### config.mk
export PLATFORM = sky130hd
export DESIGN_NAME = cache_tag_ctrl
export DESIGN_NICKNAME = d
export VERILOG_FILES = /design/src/rtl/cache_tag_ctrl.sv
export SDC_FILE = /design/constraint.sdc
export NUM_CORES = 2
export LEC_CHECK = 0
export CAP_MARGIN = 20
export CORE_MARGIN = 2
export CORE_UTILIZATION = 37
export CTS_CLUSTER_SIZE = 12
export DETAILED_ROUTE_END_ITERATION = 8
export PLACE_DENSITY = 0.63
export SLEW_MARGIN = 10
export SYNTH_ARGS = -nofsm -noshare
export SYNTH_HDL_FRONTEND = slang
export SYNTH_SLANG_ARGS = --single-unit
### constraint.sdc
create_clock -name clk -period 5.9 [get_ports clk]
set_input_delay 1.77 -clock clk [delete_from_list [all_inputs] [get_ports clk]]
set_output_delay 1.77 -clock clk [all_outputs]
set_load 0.05 [all_outputs]
### src/rtl/cache_tag_ctrl.sv
// cache_tag_ctrl: lookup/refill controller in front of a direct-mapped tag array.
// Owns the per-entry valid bits, issues line refills on a miss, and counts hits/misses.
module cache_tag_ctrl #(
  parameter int unsigned TAG_W  = 20,
  parameter int unsigned IDX_W  = 10,
  parameter int unsigned OFF_W  = 2,
  parameter int unsigned ADDR_W = TAG_W + IDX_W + OFF_W
) (
  input  logic              clk,
  input  logic              reset,
  input  logic              req_valid,
  output logic              req_ready,
  input  logic [ADDR_W-1:0] req_addr,
  input  logic              flush,
  output logic              resp_valid,
  output logic              resp_hit,
  output logic [IDX_W-1:0]  tag_addr,
  input  logic [TAG_W-1:0]  tag_rd,
  output logic              tag_up_en,
  output logic [IDX_W-1:0]  tag_up_addr,
  output logic [TAG_W-1:0]  tag_new_tag,
  output logic              mem_req,
  output logic [ADDR_W-1:0] mem_addr,
  input  logic              mem_ack,
  output logic [31:0]       hit_cnt,
  output logic [31:0]       miss_cnt
);
  localparam int unsigned ENTRIES = 1 << IDX_W;
  localparam int unsigned CNT_W   = 32;

  typedef enum logic [1:0] {IDLE, COMPARE, MISS, FILL} state_t;

  state_t              r_state;
  logic [TAG_W-1:0]    r_tag;
  logic [IDX_W-1:0]    r_idx;
  logic [ENTRIES-1:0]  r_valid;
  logic                r_resp_valid;
  logic                r_resp_hit;
  logic                r_tag_up_en;
  logic [IDX_W-1:0]    r_tag_up_addr;
  logic [TAG_W-1:0]    r_tag_new_tag;
  logic                r_mem_req;
  logic [ADDR_W-1:0]   r_mem_addr;
  logic [CNT_W-1:0]    r_hit_cnt;
  logic [CNT_W-1:0]    r_miss_cnt;

  logic [TAG_W-1:0]    w_req_tag;
  logic [IDX_W-1:0]    w_req_idx;
  logic                w_idle;
  logic                w_hit;
  logic                w_unused_off;

  assign w_req_tag    = req_addr[ADDR_W-1 -: TAG_W];
  assign w_req_idx    = req_addr[OFF_W +: IDX_W];
  assign w_unused_off = ^req_addr[OFF_W-1:0];
  assign w_idle       = (r_state == IDLE);
  assign w_hit        = r_valid[r_idx] && (tag_rd == r_tag);

  // The array sees the live request index while idle so its read lands in COMPARE.
  assign req_ready = w_idle && !flush;
  assign tag_addr  = w_idle ? w_req_idx : r_idx;

  assign resp_valid  = r_resp_valid;
  assign resp_hit    = r_resp_hit;
  assign tag_up_en   = r_tag_up_en;
  assign tag_up_addr = r_tag_up_addr;
  assign tag_new_tag = r_tag_new_tag;
  assign mem_req     = r_mem_req;
  assign mem_addr    = r_mem_addr;
  assign hit_cnt     = r_hit_cnt;
  assign miss_cnt    = r_miss_cnt;

  always_ff @(posedge clk) begin
    if (!reset) begin
      r_state       <= IDLE;
      r_tag         <= '0;
      r_idx         <= '0;
      r_valid       <= '0;
      r_resp_valid  <= 1'b0;
      r_resp_hit    <= 1'b0;
      r_tag_up_en   <= 1'b0;
      r_tag_up_addr <= '0;
      r_tag_new_tag <= '0;
      r_mem_req     <= 1'b0;
      r_mem_addr    <= '0;
      r_hit_cnt     <= '0;
      r_miss_cnt    <= '0;
    end else begin
      r_resp_valid <= 1'b0;
      r_resp_hit   <= 1'b0;
      r_tag_up_en  <= 1'b0;
      case (r_state)
        IDLE: begin
          if (flush) begin
            r_valid <= '0;
          end else if (req_valid) begin
            r_tag   <= w_req_tag;
            r_idx   <= w_req_idx;
            r_state <= COMPARE;
          end
        end
        COMPARE: begin
          if (w_hit) begin
            r_resp_valid <= 1'b1;
            r_resp_hit   <= 1'b1;
            r_hit_cnt    <= (r_hit_cnt == '1) ? r_hit_cnt : r_hit_cnt + CNT_W'(1);
            r_state      <= IDLE;
          end else begin
            r_mem_req  <= 1'b1;
            r_mem_addr <= {r_tag, r_idx, OFF_W'(0)};
            r_state    <= MISS;
          end
        end
        MISS: begin
          if (mem_ack) begin
            r_mem_req     <= 1'b0;
            r_tag_up_en   <= 1'b1;
            r_tag_up_addr <= r_idx;
            r_tag_new_tag <= r_tag;
            r_resp_valid  <= 1'b1;
            r_miss_cnt    <= (r_miss_cnt == '1) ? r_miss_cnt : r_miss_cnt + CNT_W'(1);
            r_state       <= FILL;
          end
        end
        FILL: begin
          r_valid[r_idx] <= 1'b1;
          r_state        <= IDLE;
        end
        default: r_state <= IDLE;
      endcase
    end
  end
endmodule

* Yosys cells after proc, flatten, opt, wreduce, memory -nomap -nowiden *
Index checks and enable logic that the tools add are counted.
Widths: inputs -> output; s select.

storage, ports and cells
  output and inout port bits = 141
  input port bits = 57
  register bits after elaboration = 1184

cells by class
  multiplexer cells = 18
  $add $sub $neg = 2
  order comparisons = 2
  eq/ne operators = 11
  bitwise operators = 5
  reduce and logical (&&, ||, !) cells = 17

operators by type and width
  kind                   count
  $pmux 1024 s2          1
  $mux 1024              1
  $or 1024x1024->1024    1
  $add 32x1->32 const B  2
  $eq 32x32->1 const B   2
  $eq 20x20->1           1
  $reduce_and 3->1       5
  $lt 10x11->1 const B   1
  $bmux 1 s10            1
  $demux 1 s10           1
  $ge 10x1->1 const B    1
  $mux 10                1
  $ne 2x2->1 const B     5
  $reduce_and 2->1       5
  $mux 2                 4
  $pmux 2 s4             1
  $mux 1                 6
  $eq 2x2->1 const B     2
  $not 1->1              4
  $pmux 1 s2             2
  $reduce_bool 2->1      2
  $logic_and 1x1->1      3
  $eq 2x1->1 const B     1
  $logic_not 2->1        1
  $logic_not 1->1        1

* Longest topological paths before layout *
  depth after elaboration = 6
  mapped depth = 16

* Worst setup path before layout *
Ideal clock, no wire load.

  kind = input -> output
  start = input flush
  end = output req_ready
  data required time = 4.130 ns
  cell stages on the path = 1
  slack = 1.619 ns
  data arrival time = 2.511 ns
  cells stage by stage = nor2b_1

on the way
  word-level cells in the longest chain between the ends = 2

RTL lines
  what               line  source
  from (decl)        14    input logic flush,
  $logic_not 1->1    60    assign req_ready = w_idle && !flush;
  $logic_and 1x1->1  60
  to (decl)          12    output logic req_ready,

No other way between the ends.

* Worst setup path after layout *
  start = input req_addr[6]
  end = output tag_addr[4]

on the way
  word-level cells in the longest chain between the ends = 1

RTL lines
  what         line  source
  from (decl)  13    input logic [ADDR_W-1:0] req_addr,
  $mux 10      61    assign tag_addr = w_idle ? w_req_idx : r_idx;
  to (decl)    17    output logic [IDX_W-1:0] tag_addr,

No other way between the ends.

==> flow_summary.ini <==
[logic_synthesis]
synth.avg_cell_area_um2 = 8.67
yosysWarnings = 0
synth-seq-area-share_pct = 51.0
ys_ff_latch = 1184
netlist_instances = 5353
async_flop_share_pct = 0
synth.distinct_cells = 57
synthFlopType = dfxtp_1
netlist_area_mm2 = 0.0464
synth-edff-count = 0

[detailed_routing]
wl_per_cell_um = 21.9
drc = 0
drtIter0Drc = 4373
ant_nets = 0
vias_per_cell = 5.61
routed_wl_um = 155000
vias = 39600
dr.pass1.iters = 6

[sta]
slew_headroom_pct = 29.1
hold_viol_final = 0
fin_crit_sh_pct = 87.2
fin_crit_ns = 5.14
final.setup.tns_ns = 0
fin_skew_ns = 0.0262
max_freq_mhz = 194
slew_viol_final = 0
finalSetupViolCount = 0
rsz0062_at_grt = false
worst-slew-pin-transition_ns = 1.06

[cts]
cts_sinks = 1184
clock_latency_ns = 0.71
postCtsResizedCells = 0
cts.path.max_buffers = 3
numCtsBuffers = 120
cts.hold.buffers_added = 0
cts_tree = yes
cts_max_level = 3
root_buffer = clkbuf_16
clk_pin_slew_worst_paths_ns = 0.06
post-cts-setup-buffers = 0

[status]
status = complete, no violations

[critical_path]
cp-startpoint = req_addr[6]
timing.rr.start = r_idx[2]
r2r_cells = 14
worstPathRequired_ns = 4.13
worst-setup-path-type = in2out
cp_max_fo = 2
r2r_end = mem_addr[16]
ff2ff_setup_slack_ns = 0.85
critPathLaunchType = input pin
crit_path_end_kind = output pin
cp.arrival_ns = 3.37

[placed_design]
gp_congestion = 0.849
placed_cells = 6861
port_buffers = 193
dp_hpwl_um = 91300

[global_routing]
grt_max_degree = 199
grt_pass1_wl_um = 229000
antenna_found_initial = 2
grt_pass1_vias = 36500
grt_usage_pct = 23.2
grt-ovfl-total = 0

[pwr]
ir_drop_mv = 0.219
p_leak_nw = 17.2
power_density_mw_per_mm2 = 306

[hold_path]
min_path_cells = 2
hold_class = reg2reg
hp-start = tag_new_tag[11]
whs_endpoint = tag_new_tag[11]

[job]
cap_violations = 0

[floorplanning]
die-area_mm2 = 0.128
start_util_pct = 37.4
rows = 129
dieWidth_um = 358
core_mm2 = 0.124
die_h_um = 358
io_pins = 198

[layout]
drive_gt1_share_pct = 8.19
antennaDiodeCount = 0
final_common_cell = dfxtp_1
nets = 5410
nFillCells = 12000
instances_no_fill = 7068
layout-area-overhead-vs-synth_pct = 17.3
layout_common_cells = dfxtp_1 (1,183), nor2_1 (1,117), a21oi_1 (1,102), mux2i_1 (556), nand2_1 (230)
report_power, final:
group / internal (W) / total, W / switching (W)
Combinational: 0.000320 / 0.00113 / 0.000807
Sequential: 0.00802 / 0.00807 / 0.0000491
Clock: 0.00434 / 0.00746 / 0.00312
Total: 0.0127 / 0.0167 / 0.00398
worst max path at each step:
| stage | end |
|---|---|
| 2_1_floorplan | req_ready |
| 3_3_place_gp | tag_addr[3] |
| 3_5_place_dp | tag_addr[1] |
| 4_1_cts | tag_addr[1] |
| 5_1_grt | req_ready |
| 6_report | tag_addr[4] |
layer usage:
metal  up-vias  part of all wire, %  global-route usage [%]
met4         0                  3.3                    7.79
met3       310                  8.5                    4.23
li1      18400                    -                       -
met5         -                    0                       0
met2      1694                   45                    37.0
met1     19200                   44                    31.7
through the flow:
step | setup WS (ns) | util [%] | cell area, µm² | power, W | hold WS, ns
after floorplan | 1.62 | - | 46400 | 0.00894 | 0.436
after global placement | 0.782 | 40.5 | 50300 | 0.00934 | 0.443
after detailed placement | 0.766 | 40.8 | 50600 | 0.00935 | 0.447
after CTS | 0.762 | 43.9 | 54400 | 0.0167 | 0.455
after global routing | 0.719 | 43.9 | 54500 | 0.0171 | 0.473
final | 0.756 | 43.9 | 54500 | 0.0167 | 0.451
state kept, by name (all words and copies together) (netlist names), 10 cells and up, named ones only:
name         cells
hit_cnt         32
r_idx           10
mem_addr        30
tag_new_tag     20
tag_up_addr     10
miss_cnt        32
r_tag           20
r_valid       1024
critical path, cell delays in order:
cell             delay (ns)
clkdlybuf4s50_1        0.50
mux2_2                 0.17
clkdlybuf4s50_1        0.93
final cells by class:
type | instances | area [µm²] | area share, %
sequential | 1184 | 23700 | 43.5
clock inverter | 16 | 209 | 0.384
clock buffer | 190 | 3630 | 6.67
inverter | 15 | 57.6 | 0.106
multi-input combinational | 3664 | 21000 | 38.6
timing repair buffer | 362 | 3790 | 6.96
tap | 1637 | 2050 | 3.76
cell families after synthesis:
logic type	after synthesis	synth area share, %
AO/OA/AOI/OAI	1390	16.1
XOR/XNOR	50	0.943
adder cells (fa/ha/maj)	6	0.162
buffers and inverters	506	4.67
flip-flops	1184	51.0
multiplexers	566	12.2
other	1	0.00808
AND/OR/NAND/NOR	1650	14.8
cells in the mapped netlist, drive strengths merged (16+ instances only):
cell type     n  area [µm²]
a21oi      1102        5520
buf         119         716
clkbuf      372        1400
dfxtp      1184       23700
mux2i       556        5570
nand2       230         863
nand2b       16         100
nand3        28         140
nand4        32         200
nor2       1181        4430
nor4         73         487
o2111ai      24         210
o22a         24         210
o22ai       200        1260
xnor2        29         254
xor2         21         184
No activity file was read; power rests on OpenSTA's default activity.
